**src/rtl/dbus_bridge.sv**
```systemverilog
// Data-bus bridge between the mips32_core data-RAM port and the MCU data slaves.
// Turns the core's single-cycle access into a req/ack transaction, decodes the
// target region, stalls the core until completion and bounds every access with
// a timeout that reports a bus error.
module dbus_bridge #(
  parameter int unsigned TIMEOUT     = 16,            // BUSY cycles before forced completion (2..255)
  parameter logic [31:0] ERR_DATA    = 32'hDEAD_BEEF, // read data returned on any error
  parameter logic [3:0]  PERIPH_BASE = 4'h1           // addr[31:28] of the peripheral region
) (
  input  logic        clk,
  input  logic        rst,
  // core side
  input  logic        ram_ce_in,
  input  logic        ram_en_in,
  input  logic [31:0] ram_add_in,
  input  logic [31:0] ram_data_in,
  input  logic [3:0]  ram_sel_in,
  output logic [31:0] ram_data_out,
  output logic        stall_req_out,
  // slave side
  output logic        m_req,
  output logic        m_we,
  output logic [31:0] m_addr,
  output logic [31:0] m_wdata,
  output logic [3:0]  m_sel,
  output logic [1:0]  m_region,
  input  logic [31:0] m_rdata,
  input  logic        m_ack,
  // error reporting
  output logic        bus_err,
  output logic [31:0] err_addr
);

  localparam logic [1:0] REG_RAM      = 2'b00;
  localparam logic [1:0] REG_PERIPH   = 2'b01;
  localparam logic [1:0] REG_UNMAPPED = 2'b10;
  localparam logic [7:0] CNT_LAST     = 8'(TIMEOUT - 1);

  typedef enum logic [1:0] {
    S_IDLE,
    S_BUSY,
    S_DONE
  } state_t;

  state_t      r_state;
  logic [7:0]  r_cnt;
  logic [31:0] r_rdata;
  logic [1:0]  w_region;

  // Region decode on the top address nibble of the incoming core address
  always_comb begin
    w_region = REG_UNMAPPED;
    if (ram_add_in[31:28] == PERIPH_BASE) begin
      w_region = REG_PERIPH;
    end else if (ram_add_in[31:28] == 4'h0) begin
      w_region = REG_RAM;
    end
  end

  // Hold the core while a request is seen and the transaction has not reached DONE
  assign stall_req_out = ram_ce_in & (r_state != S_DONE);
  assign ram_data_out  = r_rdata;

  // Transaction FSM: IDLE latches the access, BUSY waits for ack or timeout, DONE releases the core
  always_ff @(posedge clk or negedge rst) begin
    if (!rst) begin
      r_state  <= S_IDLE;
      r_cnt    <= 8'd0;
      r_rdata  <= 32'd0;
      m_req    <= 1'b0;
      m_we     <= 1'b0;
      m_addr   <= 32'd0;
      m_wdata  <= 32'd0;
      m_sel    <= 4'd0;
      m_region <= REG_RAM;
      bus_err  <= 1'b0;
      err_addr <= 32'd0;
    end else begin
      bus_err <= 1'b0;
      case (r_state)
        S_IDLE: begin
          if (ram_ce_in) begin
            m_addr   <= ram_add_in;
            m_wdata  <= ram_data_in;
            m_sel    <= ram_sel_in;
            m_region <= w_region;
            if (w_region == REG_UNMAPPED) begin
              // Nothing lives here: complete at once with an error, never touch the bus
              m_req    <= 1'b0;
              m_we     <= 1'b0;
              r_rdata  <= ERR_DATA;
              bus_err  <= 1'b1;
              err_addr <= ram_add_in;
              r_state  <= S_DONE;
            end else begin
              m_req   <= 1'b1;
              m_we    <= ram_en_in;
              r_cnt   <= 8'd0;
              r_state <= S_BUSY;
            end
          end
        end
        S_BUSY: begin
          if (m_ack) begin
            // Ack takes priority over a timeout landing in the same cycle
            r_rdata <= m_we ? 32'd0 : m_rdata;
            m_req   <= 1'b0;
            m_we    <= 1'b0;
            r_state <= S_DONE;
          end else if (r_cnt == CNT_LAST) begin
            r_rdata  <= ERR_DATA;
            m_req    <= 1'b0;
            m_we     <= 1'b0;
            bus_err  <= 1'b1;
            err_addr <= m_addr;
            r_state  <= S_DONE;
          end else begin
            r_cnt <= r_cnt + 8'd1;
          end
        end
        S_DONE: begin
          r_state <= S_IDLE;
        end
        default: begin
          r_state <= S_IDLE;
        end
      endcase
    end
  end

endmodule
```
**config.mk**
```make
export PLATFORM = sky130hd
export DESIGN_NAME = dbus_bridge
export DESIGN_NICKNAME = d
export VERILOG_FILES = /design/src/rtl/dbus_bridge.sv
export SDC_FILE = /design/constraint.sdc
export NUM_CORES = 1
export LEC_CHECK = 0
export ABC_AREA = 1
export CAP_MARGIN = 5
export CORE_UTILIZATION = 30
export CTS_BUF_LIST = sky130_fd_sc_hd__clkbuf_4
export DETAILED_ROUTE_END_ITERATION = 6
export GPL_ROUTABILITY_DRIVEN = 0
export PLACE_DENSITY = 0.56
export SKIP_LAST_GASP = 1
export SYNTH_ARGS = -nofsm -noshare
export SYNTH_HDL_FRONTEND = slang
export SYNTH_SLANG_ARGS = --single-unit
```
**constraint.sdc**
```tcl
create_clock -name clk -period 1.7 [get_ports clk]
set_input_delay 0.17 -clock clk [delete_from_list [all_inputs] [get_ports clk]]
set_output_delay 0.17 -clock clk [all_outputs]
set_load 0.02 [all_outputs]
```
Yosys cells after proc, flatten, opt, wreduce, memory -nomap -nowiden
Cells that the tools add are included.
{ "classes": {"addsub": 1, "n_eq_ne": 12, "muxes": 36, "n_bitwise": 1, "reduce_logical": 9} }
{ "op_table": {"columns": ["cell", "count"], "rows": [
  ["two-way mux 32 bit", 9],
  ["case mux 32 bit (2 select lines)", 2],
  ["two-way mux 8 bit", 4],
  ["case mux 8 bit (2 select lines)", 1],
  ["!= test 2 bit, second input constant", 7],
  ["two-way mux 2 bit", 6],
  ["two-way mux 1 bit", 10],
  ["AND reduction 5 bit", 2],
  ["adder 8 x 1 -> 8 bit, second input constant", 1],
  ["== test 8 x 4 -> 1 bit, second input constant", 1],
  ["case mux 1 bit (2 select lines)", 3],
  ["== test 4 x 1 -> 1 bit, second input constant", 1],
  ["zero test 4 bit", 1],
  ["case mux 2 bit (2 select lines)", 1],
  ["AND reduction 2 bit", 2],
  ["AND reduction 4 bit", 1],
  ["!= test 3 bit, second input constant", 1],
  ["AND reduction 3 bit", 1],
  ["== test 2 x 1 -> 1 bit, second input constant", 1],
  ["== test 2 bit, second input constant", 1],
  ["zero test 2 bit", 1],
  ["nonzero test 2 bit", 1],
  ["AND 1 bit", 1]
]} }
{ "word_totals": {"regBits": 147, "out_inout_bits": 138, "wordCells": 70} }

Longest topological paths before layout
{ "logic_depth": {"ltp_word": 7, "ltp_mapped": 10, "ltp_nobuf": 9} }

Worst setup path before layout
Ideal clock, no wire load.
{ "synth_path": {"path_type": "register -> register", "start": "register r_cnt[0]", "end": "register r_rdata[10], in the netlist ram_data_out[10]", "setup_ns": 0.117, "t_arrival_ns": 1.334, "slack_ns": 0.249, "stages_incl_launch_ff": 10, "path_buffers": 2, "cell_sequence": "dfrtp_1 > ha_1 > nand2_1 > nor2_1 > nand3_1 > nand3_1 > buf_4 > buf_4 > nand4_1 > nand2_1"} }
{ "synth_via": {"elab_chain_cells": 3} }
{ "synth_lines": {"columns": ["element", "line_no", "rtl"], "rows": [
  ["start: declaration", "46", "logic [7:0] r_cnt;"],
  ["start signal: assignment", "118", "r_cnt <= r_cnt + 8'd1;"],
  ["== test 8 x 4 -> 1 bit", "110", "end else if (r_cnt == CNT_LAST) begin"],
  ["!= test 3 bit (no line)", null, null],
  ["AND reduction 4 bit (no line)", null, null],
  ["end signal: assignment", "106", "r_rdata <= m_we ? 32'd0 : m_rdata;"],
  ["end: declaration", "47", "logic [31:0] r_rdata;"]
]} }
No other way between the ends.
A chain may end at the register's enable or synchronous reset.

Worst setup path after layout
{ "layout_path": {"start": "register r_state[1]", "end": "register err_addr[28]"} }
{ "layout_via": {"elab_chain_cells": 3, "word_cells_on_any_way": 9, "cone_classes": "eq/ne (5); mux (1); reduce/logical (3)"} }
{ "layout_lines": {"columns": ["element", "line_no", "rtl"], "rows": [
  ["start: declaration", "45", "state_t r_state;"],
  ["start signal: assignment", "67", "r_state <= S_IDLE;"],
  ["start signal: assignment", "94", "r_state <= S_DONE;"],
  ["start signal: assignment", "99", "r_state <= S_BUSY;"],
  ["== test 2 x 1 -> 1 bit / zero test 2 bit (equally long branches)", "80", "case (r_state)"],
  ["!= test 2 bit (no line) / nonzero test 2 bit (equally long branches)", null, null],
  ["AND reduction 5 bit (no line)", null, null],
  ["end signal: assignment", "93", "err_addr <= ram_add_in;"],
  ["end signal: assignment", "115", "err_addr <= m_addr;"],
  ["end: declaration", "31", "output logic [31:0] err_addr"]
]} }
Parallel ways exist; a longest one is shown, timed or not.

==> results summary <==
The maximum resistive drop on vdd came out at 0.694 mV. The endpoint required time on the critical path is 2.17 ns. Power comes to 15.5 mW.

The worst setup slack after placement came out at 0.0330 ns. The worst slew slack as a fraction of its limit is 74.1%. The flow ran to the end, and the final reports show no timing, DRC or antenna violations. The maximum frequency from static timing analysis is 643 MHz. Setup violations remaining at the end of the flow were counted as 0. The share of post-route cells with drive strength above 1 came out at 6.91%. The total global routing overflow came out at 0. The class of the most critical hold timing path is in2async. The CTS tree is done. The post-synthesis register bit count came out at 147. The fraction of registers with async set or reset after synthesis is 100%. The shortest clock period the worst path allows after layout came out at 1.56 ns. Once detailed placement completed, the half-perimeter wirelength came to 12.9 mm.

The number of hold-slack violations in the final timing report came out at 0. The core region area is 21000 um^2. The endpoint identified for the worst register-to-register timing path is err_addr[28]$_DFFE_PN0P_. The layout overhead on the synthesized area came out at 46.7%.

The clock latency on the worst-skew pair came out at 0.54 ns. The iteration-0 DRC count of the detailed router is 263. The finished cells cover 9420 um^2.

Setup repair after global routing left no endpoint under its margin. The delay contributed by the slowest stage of the critical path came out at 0.46 ns. Port buffering added 242 buffers. The arrival time of data at the critical path endpoint is 2.03 ns. The post-layout instance count excluding filler cells is 1332. The number of vias per cell after detailed routing came out at 4.40.

Walking the worst path, the cells encountered are nor2_2, nand2_4, o21ai_2, nand3_2, inv_2, buf_12, nand2_1, nand2_1. The setup check on the worst reg-to-reg path leaves a slack of 0.14 ns. The maximum number of pins on one net before global-route repair came out at 73.

The most used flip-flop cell after synthesis is dfrtp_1. The count of standard-cell rows came out at 53. In this run the remaining antenna-violating nets after routing total 0.

The net count after synthesis is 901. The critical-path cell with the highest stage delay is dfrtp_1. The total track usage came out at 17.5%. The setup path with the least slack is of type reg2reg.

The largest fanout of any net on the critical path came out at 20. The via total after detailed routing is 5860. The leakage component of the power is 4.97 nW. The synthesized area per cell came out at 8.08 um^2. The clock edge transition at the registers on the reported setup and hold paths is 0.14 ns.

The largest buffer count on any clock path is 2. The least setup slack across all paths after layout is 0.144 ns. The wire length of the first global-routing pass came out at 30.2 mm. The post-synth design cell area is 6420 um^2. The via count of the first global-routing pass came out at 5700. The final max-slew violation count is 0. The number of instances in the synthesized netlist is 795. The number of cells after detailed placement is 1297. The max capacitance violation total came out at 0. The count of TritonRoute iterations in the first routing pass is 4. The initial core utilization came out at 30.5%.

The part of the Yosys area used for sequential elements is 57.3%. Clock skew on the completed layout was measured at 0.0221 ns. The cell area after placement came out at 9300 um^2.

The length in cells of the worst reg-to-reg path came out at 8. The die outline area came out at 22000 um^2. The cell area power density came out at 1650 nW/um^2.

The number of I/O pins came out at 243. The number of filler instances in the final layout is 2140. The buffering stage count on the worst path with inverters included came out at 2. The H-tree depth reported by CTS is 4.

The clock tree root driver cell is clkbuf_4. From bottom edge to top edge, the die measures 148 um. The number of antenna violations at the first check in global routing is 1. Hold timing on the final database bottoms out at a slack of 0.0966 ns. The number of enable-type register cells in the synthesized netlist is 0. In the routed design, unresolved DRC markers number 0. The total wirelength of the detailed-routed design came out at 18.6 mm.

After synthesis, the netlist uses 22 different library cells. The number of CTS-inserted buffers came out at 17. The number of sinks driven by the clock tree is 147. STA classifies the critical path endpoint as a flop.

The pin slew with the least headroom to its limit is 0.389 ns. The cell family contributing the most delay on the critical path is simple AND/OR/NAND/NOR gates. The final-stage net count is 1149.

The part of the cycle the worst path needs is 91.5%. The number of warnings reported in the yosys synthesis log is 0. The horizontal die dimension came out at 148 um. Dividing the detail-routed wire length by the instance count gives 14.0 um. Counting stages on the worst path, the most repeated cell is nand2_1. In this run the critical register-to-register path is launched from r_state[1]$_DFFE_PN0P_. The kind of start point of the critical path is a flop.
## synthesized netlist by cell type (3+ instances only)
cell,count,area [um^2]
nand3_2,3,30.0
inv_1,70,263
clkbuf_1,11,41.3
nand2_1,378,1420
nor2_1,11,41.3
nand3_1,10,50.1
dfrtp_1,147,3680
o21ai_0,79,395
inv_2,3,11.3
buf_4,7,52.6
nand4_1,25,156
buf_2,24,120
o21ai_1,17,85.1
## repair_timing
item                                    in CTS  in global routing
setup buffers                                0                  1
pin swaps                                    0                  1
endpoints found under the hold margin      147                  0
resized for setup                          138                  6
hold buffers                                 1                  0
endpoints found under the setup margin     138                 68
## stage by stage
step | setup TNS (ns) | util [%]
floorplan | 0 | -
global placement | 0 | 44.2
detailed placement | 0 | 44.2
CTS | -0.0748 | 44.7
global route | 0 | 44.8
finish | 0 | 44.8
## cells by family (layout without fill, tap and decap cells)
logic type                 Yosys count  in the layout  share of synthesized area (%)
other                                0              1                              0
DFF                                147            147                           57.3
and+or+nand+nor                    433            433                           27.1
xor gates and xnor gates             1              1                          0.136
buffers and inverters              115            376                           7.60
AOI/OAI and AO/OA                   98             98                           7.70
adders and majority gates            1              1                          0.195
## how the worst max path moves through the flow
stage,endpoint,slack (ns),cells past startpoint,start
final,err_addr[28]$_DFFE_PN0P_,0.14,8,r_state[1]$_DFFE_PN0P_
after global routing,err_addr[18]$_DFFE_PN0P_,0.002,10,r_cnt[0]$_DFFE_PN0P_
after CTS,stall_req_out,-0.07,3,r_state[0]$_DFFE_PN0P_
after detailed placement,ram_data_out[3]$_DFFE_PN0P_,0.03,9,r_cnt[0]$_DFFE_PN0P_
after global placement,ram_data_out[6]$_DFFE_PN0P_,0.06,9,r_cnt[0]$_DFFE_PN0P_
after floorplan,ram_data_out[10]$_DFFE_PN0P_,0.25,9,r_cnt[0]$_DFFE_PN0P_
## registers in the layout (all words and copies together), names as in the netlist
signal,count
m_req,1
r_cnt,8
m_region,2
ram_data_out,32
m_wdata,32
m_addr,32
m_sel,4
err_addr,32
bus_err,1
r_state,2
m_we,1
## placed cells by master (no fill, tap or decap)
master / instances
nand3_1: 8
a21oi_1: 1
clkbuf_4: 17
dlygate4sd2_1: 137
or2_2: 1
nor3_1: 2
bufinv_16: 1
buf_12: 9
clkinvlp_4: 4
nand2_4: 2
buf_4: 18
dfrtp_1: 147
nor2_1: 10
nand4_1: 25
clkinv_4: 2
ha_1: 1
o21ai_0: 79
nor2_2: 2
nand3_2: 5
clkinv_1: 3
inv_6: 3
inv_2: 3
clkinv_2: 1
nand3b_1: 1
diode_2: 1
clkdlybuf4s50_1: 103
o21ai_2: 1
o21ai_1: 17
dlygate4sd3_1: 1
inv_1: 70
buf_6: 2
xnor2_1: 1
nand2_1: 377
inv_8: 1
clkbuf_2: 1
## worst register-to-register path, stage by stage (launching register included)
cell	delay (ns)
dfrtp_1	0.46
nor2_2	0.25
nand2_4	0.13
o21ai_2	0.11
nand3_2	0.14
inv_2	0.11
buf_12	0.16
nand2_1	0.07
nand2_1	0.06
## area by class of cell
type | instances | area [um^2] | share of cell area (%)
sequential | 147 | 3680 | 39.1
multi-input combinational | 533 | 2270 | 24.1
clock inverter | 15 | 131 | 1.40
timing repair buffer | 271 | 2580 | 27.4
clock buffer | 17 | 128 | 1.36
antenna | 1 | 2.50 | 0.0266
tap | 275 | 344 | 3.65
inverter | 73 | 274 | 2.91
## metal layers
layer / vias up / track usage [%] / share of wire (%)
li1: 2967 / - / -
met1: 2694 / 22.5 / 45
met2: 179 / 27.4 / 46
met3: 20 / 6.04 / 7.4
met4: 0 / 6.19 / 1.9
met5: - / 0 / 0
## where the power goes
part	leakage, nW	internal [mW]	switching [mW]
registers	1.81	5.04	0.933
clock network	0.129	0.733	1.36
logic	3.03	2.78	4.65
total	4.97	8.55	6.95
Power figures use the tool's default switching activity.
